<file path="src/rtl/ctrl_inicializar.sv">
//==============================================================================
// Module   : ctrl_inicializar
// Brief    : RTC initialization sequencer. Steps the init decoder and issues
//            one 4-phase req/ack bus write per decoded step.
// Options  : INIT_REG1_EN adds the control-register-1 write (steps 10, 11).
// Revision : 1.0 - initial release
//==============================================================================
`default_nettype none

module ctrl_inicializar #(
    parameter int SETTLE_CYC = 2,
    parameter int ACK_TMO    = 255
) (
    input  logic       clk,
    input  logic       reset_n,
    input  logic       start,
    output logic [3:0] ctrl_I,
    input  logic       Fin_I,
    input  logic       Op_I,
    input  logic       I_I,
    input  logic       AD_I,
    input  logic [3:0] Addr_I,
    input  logic [7:0] Data_I,
    output logic       bus_req,
    output logic       bus_ad,
    output logic       bus_i,
    output logic [3:0] bus_addr,
    output logic [7:0] bus_data,
    input  logic       bus_ack,
    output logic       busy,
    output logic       done,
    output logic       err
);

    localparam logic [3:0]  C_SETTLE  = 4'(SETTLE_CYC);
    localparam logic [15:0] C_ACK_TMO = 16'(ACK_TMO);

    typedef enum logic [2:0] {
        S_IDLE   = 3'd0,
        S_SETTLE = 3'd1,
        S_REQ_HI = 3'd2,
        S_ACK_LO = 3'd3,
        S_DONE   = 3'd4
    } state_t;

    state_t      r_state;
    logic [3:0]  r_settle_cnt;
    logic [15:0] r_tmo_cnt;

    function automatic logic [3:0] next_step(input logic [3:0] step);
        logic [3:0] nxt;
        nxt = step + 4'd1;
`ifdef INIT_REG1_EN
        case (step)
            4'd8:    nxt = 4'd10;
            4'd10:   nxt = 4'd11;
            4'd11:   nxt = 4'd9;
            default: nxt = step + 4'd1;
        endcase
`else
        if (step == 4'd8) begin
            nxt = 4'd9;
        end
`endif
        return nxt;
    endfunction

    always_ff @(posedge clk or negedge reset_n) begin
        if (!reset_n) begin
            r_state      <= S_IDLE;
            r_settle_cnt <= 4'd0;
            r_tmo_cnt    <= 16'd0;
            ctrl_I       <= 4'd0;
            bus_req      <= 1'b0;
            bus_ad       <= 1'b0;
            bus_i        <= 1'b0;
            bus_addr     <= 4'd0;
            bus_data     <= 8'd0;
            busy         <= 1'b0;
            done         <= 1'b0;
            err          <= 1'b0;
        end else begin
            done <= 1'b0;
            case (r_state)
                // DONE is the single cycle carrying the done pulse; it accepts
                // a new start just like IDLE since busy is already low.
                S_IDLE, S_DONE: begin
                    ctrl_I  <= 4'd0;
                    r_state <= S_IDLE;
                    if (start) begin
                        ctrl_I       <= 4'd1;
                        busy         <= 1'b1;
                        err          <= 1'b0;
                        r_settle_cnt <= C_SETTLE;
                        r_state      <= S_SETTLE;
                    end
                end
                S_SETTLE: begin
                    if (r_settle_cnt <= 4'd1) begin
                        r_settle_cnt <= 4'd0;
                        // A step without a valid operation ends the program too.
                        if (Fin_I || !Op_I) begin
                            done    <= 1'b1;
                            busy    <= 1'b0;
                            ctrl_I  <= 4'd0;
                            r_state <= S_DONE;
                        end else begin
                            bus_ad    <= AD_I;
                            bus_i     <= I_I;
                            bus_addr  <= Addr_I;
                            bus_data  <= Data_I;
                            bus_req   <= 1'b1;
                            r_tmo_cnt <= C_ACK_TMO;
                            r_state   <= S_REQ_HI;
                        end
                    end else begin
                        r_settle_cnt <= r_settle_cnt - 4'd1;
                    end
                end
                S_REQ_HI: begin
                    if (bus_ack) begin
                        bus_req   <= 1'b0;
                        r_tmo_cnt <= C_ACK_TMO;
                        r_state   <= S_ACK_LO;
                    end else if (r_tmo_cnt <= 16'd1) begin
                        bus_req   <= 1'b0;
                        err       <= 1'b1;
                        busy      <= 1'b0;
                        ctrl_I    <= 4'd0;
                        r_tmo_cnt <= 16'd0;
                        r_state   <= S_IDLE;
                    end else begin
                        r_tmo_cnt <= r_tmo_cnt - 16'd1;
                    end
                end
                S_ACK_LO: begin
                    if (!bus_ack) begin
                        ctrl_I       <= next_step(ctrl_I);
                        r_settle_cnt <= C_SETTLE;
                        r_state      <= S_SETTLE;
                    end else if (r_tmo_cnt <= 16'd1) begin
                        bus_req   <= 1'b0;
                        err       <= 1'b1;
                        busy      <= 1'b0;
                        ctrl_I    <= 4'd0;
                        r_tmo_cnt <= 16'd0;
                        r_state   <= S_IDLE;
                    end else begin
                        r_tmo_cnt <= r_tmo_cnt - 16'd1;
                    end
                end
                default: begin
                    bus_req <= 1'b0;
                    busy    <= 1'b0;
                    ctrl_I  <= 4'd0;
                    r_state <= S_IDLE;
                end
            endcase
        end
    end

endmodule

`default_nettype wire

</file>
<file path="config.mk">
export PLATFORM = sky130hd
export DESIGN_NAME = ctrl_inicializar
export DESIGN_NICKNAME = d
export VERILOG_FILES = /design/src/rtl/ctrl_inicializar.sv
export SDC_FILE = /design/constraint.sdc
export NUM_CORES = 1
export LEC_CHECK = 0
export BUFFER_PORTS_ARGS = -buffer_cell sky130_fd_sc_hd__buf_2
export CORE_ASPECT_RATIO = 2
export CORE_UTILIZATION = 50
export DETAILED_ROUTE_END_ITERATION = 6
export PLACE_DENSITY = 0.87
export SKIP_CTS_REPAIR_TIMING = 1
export SLEW_MARGIN = 20
export SYNTH_ARGS = -nofsm -noshare
export SYNTH_HDL_FRONTEND = slang
export SYNTH_SLANG_ARGS = --single-unit
</file>
<file path="constraint.sdc">
create_clock -name clk -period 2.9 [get_ports clk]
set_input_delay 0.58 -clock clk [delete_from_list [all_inputs] [get_ports clk]]
set_output_delay 0.58 -clock clk [all_outputs]
set_load 0.02 [all_outputs]
</file>
==> flow_metrics.tcl <==
set metrics [dict create \
    antenna_cells 0 \
    status "finished clean" \
    relSlewSlack 0.472 \
    drtIter0Drc 58 \
    cts-buffers-inserted 5 \
    layout.cell_area.non_filler_um2 2710 \
    floorplan.io_pins 42 \
    post_synthesis_net_count 268 \
    fin_crit_sh 0.908 \
    achievable-frequency_mhz 380 \
    final_layout_size_suffix_gt1_frac 0.253 \
    routed-wl-met2_mm 3.01 \
    rsz_0062_raised_after_global_routing "false" \
    dpl.cell_count 331 \
    fillerInstances 389 \
    placement.io_buffers 41 \
    slew_at_the_pin_closest_to_its_max_slew_limit_ns 0.784 \
    clk_tree_root_cell "sky130_fd_sc_hd__clkbuf_8" \
    yosys_register_bits 45 \
    ys_async_sr_fraction 1.00 \
    critical-path-max-stage-delay_ns 0.61 \
    syn-mean-instance-area_um2 9.67 \
    floorplan.rows 34 \
    final_net_count 310 \
    drtAntennaViolNets 0 \
    yosysWarnings 0 \
    grt_first_pass_wirelength_mm 8.99 \
    layout_commonest_cell "sky130_fd_sc_hd__dfrtp_1" \
    cts_max_path_buffers 2 \
    met1Wirelength_mm 1.97 \
    setup_tns_ns 0 \
    netlist_instances 242 \
    cellPowerDensity_nw_per_um2 921 \
    globalplace.congestion 0.907 \
    setup_viol_count_final 0 \
    report.final.slew_viol_count 0 \
    wl_per_cell_um 16.0 \
    worst_path_top_cell_family_by_delay "simple AND/OR/NAND/NOR gates" \
    endpoint_kind "register" \
    dp_hpwl_mm 4.11 \
    clock_sinks 45 \
    final_cell_mix "sky130_fd_sc_hd__dfrtp_1 (45), sky130_fd_sc_hd__buf_2 (40), sky130_fd_sc_hd__nand2_1 (20), sky130_fd_sc_hd__nor2_1 (20), sky130_fd_sc_hd__a21oi_1 (20)" \
    synth_seq_area_share 0.481 \
    worst_clock_skew_ns 0.00690 \
    post_drt_via_cell_ratio 6.13 \
    die_area_um2 4980 \
    critical_path.slowest_cell "sky130_fd_sc_hd__or4_4" \
    worstHoldPathType "input pin to async pin" \
    required_ns 3.08 \
    antenna_found_initial 0 \
    core_region_area_um2 4420 \
    largest_net_degree_at_the_start_of_global_routing 46 \
    cp_num_buf_inv 0 \
    max-vdd-ir-drop_uv 711 \
    grt_overflow 0 \
    leakage_power_summed_over_all_cells_nw 1.27 \
    finish.cell_count_without_fillers 339 \
    synth.lib_cells_used.distinct 40 \
    cts.clk_slew.worst_paths_ns 0.08 \
    min_period_ns 2.63 \
    drt_pass1_iterations 4 \
    tritoncts "built" \
    wl_mm 5.42 \
    horizontal_extent_of_the_die_um 50.4 \
    detailroute.via_count 2079 \
    clock_latency_ns 0.30 \
    timing.setup.critical_path_class "register to register" \
    synth_flop_cell "sky130_fd_sc_hd__dfrtp_1" \
    multi_input_combinational_cell_area_um2 1130 \
    route.top_layer_used "met4" \
    first_global_vias 2187 \
    cap_violations 0 \
    netlist_area_um2 2340 \
    cp_cell_sequence "or4_1, or2_4, or4_4, a31o_4, a221o_1" \
    wl_met3_um 237 \
    area.sequential_um2 1130 \
    final_hold_viol_count 0 \
    grt.total_usage 0.234 \
    initial_core_util 0.529 \
    synth_edf_count 0 \
    cts_htree_levels 2 \
    detailed_place.area_um2 2600 \
    cp-start-kind "register" \
    vertical_die_dimension_um 98.8 \
    area_growth_syn_to_layout_pct 15.6 \
    crit_fanout 8 \
    drcViolationCount 0 \
    cp_data_arrival_time_ns 2.81 \
]
[logic make-up (layout without fill, tap and decap cells)]
family	Yosys count	in the layout	synth area share
fa+ha+maj	6	6	0.0321
buf+inv	20	63	0.0358
mux	14	14	0.0673
flops	45	45	0.481
simple gates	88	88	0.197
compound gates	69	69	0.187
[worst paths after layout]
| check | to | cells after the start | slack (ns) | from |
|---|---|---|---|---|
| worst min register to register | r_tmo_cnt[14]$_DFFE_PN0P_ | 1 | 0.50 | r_tmo_cnt[14]$_DFFE_PN0P_ |
| worst min-delay path | r_tmo_cnt[8]$_DFFE_PN0P_ | 1 | 0.26 | reset_n |
| worst max register to register | ctrl_I[2]$_DFFE_PN0P_ | 5 | 0.27 | r_tmo_cnt[10]$_DFFE_PN0P_ |
| min in group clk | r_tmo_cnt[14]$_DFFE_PN0P_ | 1 | 0.50 | r_tmo_cnt[14]$_DFFE_PN0P_ |
| worst max-delay path | ctrl_I[2]$_DFFE_PN0P_ | 5 | 0.27 | r_tmo_cnt[10]$_DFFE_PN0P_ |
| max in group asynchronous | bus_addr[1]$_DFFE_PN0P_ | 1 | 2.24 | reset_n |
[state kept, by name, indices dropped and copies added, names as in the netlist]
signal / cells
bus_addr: 4
bus_req: 1
err: 1
bus_ad: 1
busy: 1
done: 1
bus_data: 8
r_state: 3
r_tmo_cnt: 16
r_settle_cnt: 4
bus_i: 1
ctrl_I: 4
[final cells by class]
cell class                      instances  area share
Inverter                                9      0.0125
Clock buffer                            7      0.0356
Timing Repair Buffer                   46      0.0907
Multi-Input combinational cell        177       0.418
Clock inverter                          1     0.00185
Sequential cell                        45       0.416
Tap cell                               54      0.0250
[cells in the mapped netlist (6+ instances only)]
master                     instances  area, um^2
sky130_fd_sc_hd__nor2_1           20        75.1
sky130_fd_sc_hd__mux2_2           14         158
sky130_fd_sc_hd__a31oi_1          13        81.3
sky130_fd_sc_hd__ha_1              6        75.1
sky130_fd_sc_hd__clkbuf_1          9        33.8
sky130_fd_sc_hd__nand2_1          20        75.1
sky130_fd_sc_hd__inv_1             9        33.8
sky130_fd_sc_hd__o21ai_0          16        80.1
sky130_fd_sc_hd__or4_1             7        52.6
sky130_fd_sc_hd__a21oi_1          20         100
sky130_fd_sc_hd__dfrtp_1          45        1130
sky130_fd_sc_hd__nor3_1            8        40.0
sky130_fd_sc_hd__nand3_1           6        30.0
[stage by stage]
step                      utilization  worst slack (ns)  power [mW]  hold WS (ns)
after floorplan                     -             0.240        1.73         0.284
after global placement          0.588             0.328        2.02         0.459
after detailed placement        0.588             0.283        2.07         0.474
after CTS                       0.611             0.267        2.49         0.475
after global routing            0.611             0.196        2.64         0.316
final                           0.611             0.265        2.49         0.264
[report_power, final]
| group | switching (mW) | internal, mW |
|---|---|---|
| logic | 0.661 | 0.428 |
| clock network | 0.206 | 0.215 |
| registers | 0.164 | 0.818 |
| total | 1.03 | 1.46 |
[layer usage]
| metal | up-vias | GRT usage |
|---|---|---|
| met5 | - | 0 |
| li1 | 971 | - |
| met4 | 0 | 0.145 |
| met1 | 999 | 0.226 |
| met2 | 83 | 0.437 |
| met3 | 26 | 0.0370 |
Power figures use the tool's default switching activity.
